**src/rtl/addrdecode_skid.sv**
```systemverilog
// Registered address decoder with a two-entry skid buffer for the crossbar front end.
// Lowest-index matching slave wins; unmatched requests are forwarded with the no-slave bit set.
module addrdecode_skid #(
   parameter int NS = 8,
   parameter int AW = 32,
   parameter int DW = 38,
   parameter logic [NS*AW-1:0] SLAVE_ADDR = {
      32'hE0000000, 32'hC0000000, 32'hA0000000, 32'h80000000,
      32'h60000000, 32'h40000000, 32'h20000000, 32'h00000000},
   parameter logic [NS*AW-1:0] SLAVE_MASK = {
      32'hE0000000, 32'hE0000000, 32'hE0000000, 32'hE0000000,
      32'hE0000000, 32'hE0000000, 32'hF0000000, 32'hF0000000},
   parameter logic [NS-1:0] ACCESS_ALLOWED = '1,
   parameter bit OPT_LOWPOWER = 1'b0,
   parameter int ERRCNT_W = 8
) (
   input  logic                i_clk,
   input  logic                i_reset,
   input  logic                i_valid,
   output logic                o_stall,
   input  logic [AW-1:0]       i_addr,
   input  logic [DW-1:0]       i_data,
   output logic                o_valid,
   input  logic                i_stall,
   output logic [NS:0]         o_decode,
   output logic [AW-1:0]       o_addr,
   output logic [DW-1:0]       o_data,
   output logic [ERRCNT_W-1:0] o_err_count,
   output logic [AW-1:0]       o_err_addr
);

   typedef enum logic [1:0] {
      EMPTY = 2'b00,
      BUSY  = 2'b10,
      FULL  = 2'b11
   } StateType;

   StateType            r_state;
   logic                r_valid;
   logic                r_stall;
   logic [NS:0]         r_decode;
   logic [AW-1:0]       r_addr;
   logic [DW-1:0]       r_data;
   logic [NS:0]         r_skidDecode;
   logic [AW-1:0]       r_skidAddr;
   logic [DW-1:0]       r_skidData;
   logic [ERRCNT_W-1:0] r_errCount;
   logic [AW-1:0]       r_errAddr;

   logic [NS:0]         w_decode;
   logic                w_found;
   logic                w_accept;

   // Priority decode at the input; the first match found stops further matches.
   always_comb begin
      w_decode = '0;
      w_found  = 1'b0;
      for (int k = 0; k < NS; k++) begin
         if (!w_found && ACCESS_ALLOWED[k]
               && (((i_addr ^ SLAVE_ADDR[k*AW +: AW]) & SLAVE_MASK[k*AW +: AW]) == '0)) begin
            w_decode[k] = 1'b1;
            w_found     = 1'b1;
         end
      end
      if (!w_found)
         w_decode[NS] = 1'b1;
   end

   assign w_accept = i_valid && !r_stall;

   // Decode is cleared whenever OUT empties so that o_valid always equals (o_decode != 0).
   always_ff @(posedge i_clk) begin
      if (i_reset) begin
         r_state      <= EMPTY;
         r_valid      <= 1'b0;
         r_stall      <= 1'b0;
         r_decode     <= '0;
         r_addr       <= '0;
         r_data       <= '0;
         r_skidDecode <= '0;
         r_skidAddr   <= '0;
         r_skidData   <= '0;
      end else begin
         case (r_state)
            EMPTY: begin
               if (w_accept) begin
                  r_state  <= BUSY;
                  r_valid  <= 1'b1;
                  r_decode <= w_decode;
                  r_addr   <= i_addr;
                  r_data   <= i_data;
               end
            end
            BUSY: begin
               if (w_accept && !i_stall) begin
                  r_decode <= w_decode;
                  r_addr   <= i_addr;
                  r_data   <= i_data;
               end else if (w_accept && i_stall) begin
                  r_state      <= FULL;
                  r_stall      <= 1'b1;
                  r_skidDecode <= w_decode;
                  r_skidAddr   <= i_addr;
                  r_skidData   <= i_data;
               end else if (!i_stall) begin
                  r_state  <= EMPTY;
                  r_valid  <= 1'b0;
                  r_decode <= '0;
                  if (OPT_LOWPOWER) begin
                     r_addr <= '0;
                     r_data <= '0;
                  end
               end
            end
            FULL: begin
               if (!i_stall) begin
                  r_state  <= BUSY;
                  r_stall  <= 1'b0;
                  r_decode <= r_skidDecode;
                  r_addr   <= r_skidAddr;
                  r_data   <= r_skidData;
                  if (OPT_LOWPOWER) begin
                     r_skidDecode <= '0;
                     r_skidAddr   <= '0;
                     r_skidData   <= '0;
                  end
               end
            end
            default: begin
               r_state  <= EMPTY;
               r_valid  <= 1'b0;
               r_stall  <= 1'b0;
               r_decode <= '0;
            end
         endcase
      end
   end

   always_ff @(posedge i_clk) begin
      if (i_reset) begin
         r_errCount <= '0;
         r_errAddr  <= '0;
      end else if (r_valid && !i_stall && r_decode[NS]) begin
         if (r_errCount != {ERRCNT_W{1'b1}})
            r_errCount <= r_errCount + {{(ERRCNT_W-1){1'b0}}, 1'b1};
         r_errAddr <= r_addr;
      end
   end

   assign o_valid     = r_valid;
   assign o_stall     = r_stall;
   assign o_decode    = r_decode;
   assign o_addr      = r_addr;
   assign o_data      = r_data;
   assign o_err_count = r_errCount;
   assign o_err_addr  = r_errAddr;

endmodule
```
**config.mk**
```make
export PLATFORM = sky130hd
export DESIGN_NAME = addrdecode_skid
export DESIGN_NICKNAME = d
export VERILOG_FILES = /design/src/rtl/addrdecode_skid.sv
export SDC_FILE = /design/constraint.sdc
export NUM_CORES = 1
export LEC_CHECK = 0
export CORE_MARGIN = 8
export CORE_UTILIZATION = 49
export CTS_CLUSTER_SIZE = 20
export DETAILED_ROUTE_END_ITERATION = 16
export PLACE_DENSITY_LB_ADDON = 0.15
export REMOVE_ABC_BUFFERS = 1
export SETUP_SLACK_MARGIN = 0.15
export SLEW_MARGIN = 0
export SYNTH_ARGS = -nofsm -noshare
export SYNTH_HDL_FRONTEND = slang
export SYNTH_SLANG_ARGS = --single-unit
```
**constraint.sdc**
```tcl
create_clock -name i_clk -period 2.1 [get_ports i_clk]
set_input_delay 0.42 -clock i_clk [delete_from_list [all_inputs] [get_ports i_clk]]
set_output_delay 0.42 -clock i_clk [all_outputs]
set_load 0.05 [all_outputs]
```
==> results.py <==
metrics = {
    "run_status": {
        "outcome": "completed",
    },
    "clock_network": {
        "cts_hold_buf": 0,
        "cts.sink_count": 202,
        "numCtsBuffers": 22,
        "clk_pin_slew_worst_paths_ns": 0.06,
        "cts_max_path_buffers": 3,
        "worstSkewPairLatency_ns": 0.49,
        "htreeDepth": 1,
        "cts-root-buf": "clkbuf_16",
        "tritoncts": "done",
    },
    "timing": {
        "final_hold_viol_count": 0,
        "report.final.slew_viol_count": 0,
        "finalSetupViolCount": 0,
        "fin_skew_ns": 0.01075,
        "fmax_ghz": 0.5339,
        "finalCriticalPeriod_ns": 1.873,
        "post-route-period-util_pct": 89.19,
        "slew-limit-headroom_pct": 62.53,
        "grt_setup_unrepaired": "true",
        "tightestPinTransition_ns": 0.5643,
        "holdWs_ns": 0.3288,
    },
    "flow_run": {
        "cap_violations": 0,
    },
    "synth": {
        "synthMuxAreaShare_pct": 9.128,
        "yosys.area_share.adder_pct": 0.7815,
        "synth-seq-cells": 202,
        "ys_warn_count": 0,
        "yosys.area.top_type": "dfxtp_1",
        "synth_top_family_by_area": "compound AO/OA/AOI/OAI gates",
        "synth_seq_area_share_pct": 50.52,
        "netlist_instances": 928,
        "synthTopCellsByArea": "dfxtp_1 (51%), nand2_1 (10%), mux2i_1 (9.1%), a21oi_1 (7.3%), a211oi_1 (6.9%)",
        "synth_cell_types": 45,
        "avgSynthCellArea_sq_um": 8.626,
        "synthSimpleGateAreaFrac_pct": 17.15,
        "synth-compound-area-share_pct": 17.72,
        "synth_xor_area_share_pct": 0.3282,
        "synth_top_area_share_pct": 50.52,
        "synth_area_sq_mm": 0.008005,
    },
    "drt": {
        "met2_length_mm": 9.936,
        "wirelength_mm": 21.50,
        "drtIter0Drc": 321,
        "top_layer": "met4",
        "via_per_inst": 5.253,
        "drc": 0,
        "wire_per_inst_um": 15.91,
        "drt-met1-wl_mm": 9.681,
        "wl_met3_mm": 1.584,
        "ant_nets": 0,
        "vias": 7097,
        "first_pass_iters": 5,
    },
    "placement": {
        "port_buffers": 194,
        "placedCellCount": 1310,
        "hpwl_mm": 14.89,
        "place.gp.congestion": 0.7924,
        "placed_area_sq_mm": 0.01040,
    },
    "layout": {
        "final-seq-area_sq_mm": 0.004045,
        "fin_cells": 1351,
        "area_growth_pct": 37.65,
        "nFillCells": 1320,
        "final_cell_mix": "nand2_1 (220), dfxtp_1 (201), dlygate4sd2_1 (119)",
        "multi_input_area_sq_mm": 0.003643,
        "final_common_cell": "nand2_1",
        "final_util_pct": 69.12,
        "diodes": 0,
        "drive_above_1_share_pct": 8.634,
        "layout.nets": 1198,
        "design_area_sq_mm": 0.01102,
    },
    "setup_path": {
        "cp_data_required_time_ns": 1.68,
        "crit_chain": "dlygate4sd2_1",
        "max_stage_delay_ns": 0.56,
        "arrival_ns": 1.45,
        "path_max_fanout": 5,
        "cp_slowest_cell": "dlygate4sd2_1",
        "crit_buf_inv": 1,
        "cp-end-kind": "output pin",
        "worst_path_dominant_cell_family": "buffers and inverters",
        "criticalPathCategory": "register to output pin",
        "critPathLaunchType": "register",
    },
    "floorplan": {
        "ioPinCount": 195,
        "dieArea_sq_mm": 0.02068,
        "rows": 46,
        "fp.dieW_um": 143.8,
        "die_h_um": 143.8,
        "start_util_pct": 50.21,
        "fp.coreArea_sq_mm": 0.01594,
    },
    "pwr": {
        "irDropWorstVdd_v": 0.0008521,
        "p_per_area_mw_per_mm2": 1248,
        "total_leakage_power_uw": 0.004355,
        "total_power_uw": 13750,
    },
    "global_route": {
        "grtUsageTotal_pct": 20.26,
        "overflow": 0,
        "grt_max_degree": 58,
        "grt_pass1_vias": 6779,
        "antenna_found_initial": 0,
        "grt_pass1_wl_mm": 34.23,
    },
    "hold_path": {
        "hold_class": "primary input to register",
    },
}
## metrics by stage
step,setup slack (ns),TNS [ns]
after floorplan,-4.787,-432.90
after global placement,-0.1763,-13.75
after detailed placement,-0.2622,-16.35
after CTS,0.2009,0
after global routing,0.1331,0
final,0.2269,0
## timing repair
| item | in CTS | in global routing |
|---|---|---|
| hold endpoints to repair | 0 | 0 |
| setup buffers | 0 | 1 |
| setup endpoints to repair | 124 | 78 |
| resized for setup | 120 | 5 |
## logic make-up after synthesis
group	count (synthesis)
and+or+nand+nor	338
AOI/OAI and AO/OA	225
DFF	202
buffers and inverters	82
muxes	73
adders and majority gates	5
xor gates and xnor gates	3
## cell type report
type	instances	area share, %
inverters	3	0.1022
clock buffers	32	5.893
flip-flops and latches	202	36.71
multi-input cells	644	33.06
repair buffers	246	20.90
well taps	216	2.453
clock inverters	8	0.8743
## per-layer routing
| layer | vias up | global-route usage, % |
|---|---|---|
| met3 | 22 | 5.076 |
| met4 | 0 | 4.151 |
| met5 | - | 0 |
| met2 | 192 | 33.23 |
| met1 | 3295 | 26.43 |
| li1 | 3588 | - |
## synthesized netlist by cell type (all sizes together)
library cell / count
nand3b: 2
a41oi: 2
a22o: 8
nor3: 3
o21bai: 1
and4: 1
a2111oi: 1
and2: 2
a211o: 1
inv: 3
nor2b: 2
nor4bb: 1
a221oi: 1
a31oi: 2
nand3: 3
a22oi: 1
mux2i: 73
or3b: 1
o32ai: 1
nand2: 220
dfxtp: 202
or4b: 1
nor2: 86
o21ai: 8
nand4b: 3
buf: 26
a21o: 2
clkbuf: 53
a211oi: 74
nand2b: 3
ha: 5
o22ai: 1
o31ai: 4
nand4: 2
xnor2: 3
or4: 1
nor4: 3
and3: 1
o21a: 1
and3b: 3
a21oi: 116
a311oi: 1
## final timing paths
kind	start	to	slack (ns)	cells after the start
max reg2reg	r_state[0]$_SDFFE_PP0P_	o_data[22]$_SDFFE_PP0P_	0.23	8
min	i_reset	r_skidData[0]$_SDFFE_PP0P_	0.33	2
max	o_err_count[5]$_SDFFE_PP0P_	o_err_count[5]	0.23	1
min reg2reg	o_err_addr[11]$_SDFFE_PP0P_	o_err_addr[11]$_SDFFE_PP0P_	0.45	2
## flip-flops by register name (all words and copies together) (netlist names)
register	cells
r_skidData	38
r_skidDecode	9
r_state	2
o_err_addr	32
o_stall	1
o_valid	1
r_skidAddr	32
o_err_count	8
o_addr	32
o_data	38
o_decode	9
## report_power, final
| group | switching (uW) | total [uW] | internal (uW) |
|---|---|---|---|
| sequential | 431 | 4900 | 4470 |
| clock | 1490 | 3890 | 2400 |
| combinational | 3380 | 4970 | 1590 |
| total | 5300 | 13800 | 8450 |
(Power assumes the default switching activity.)
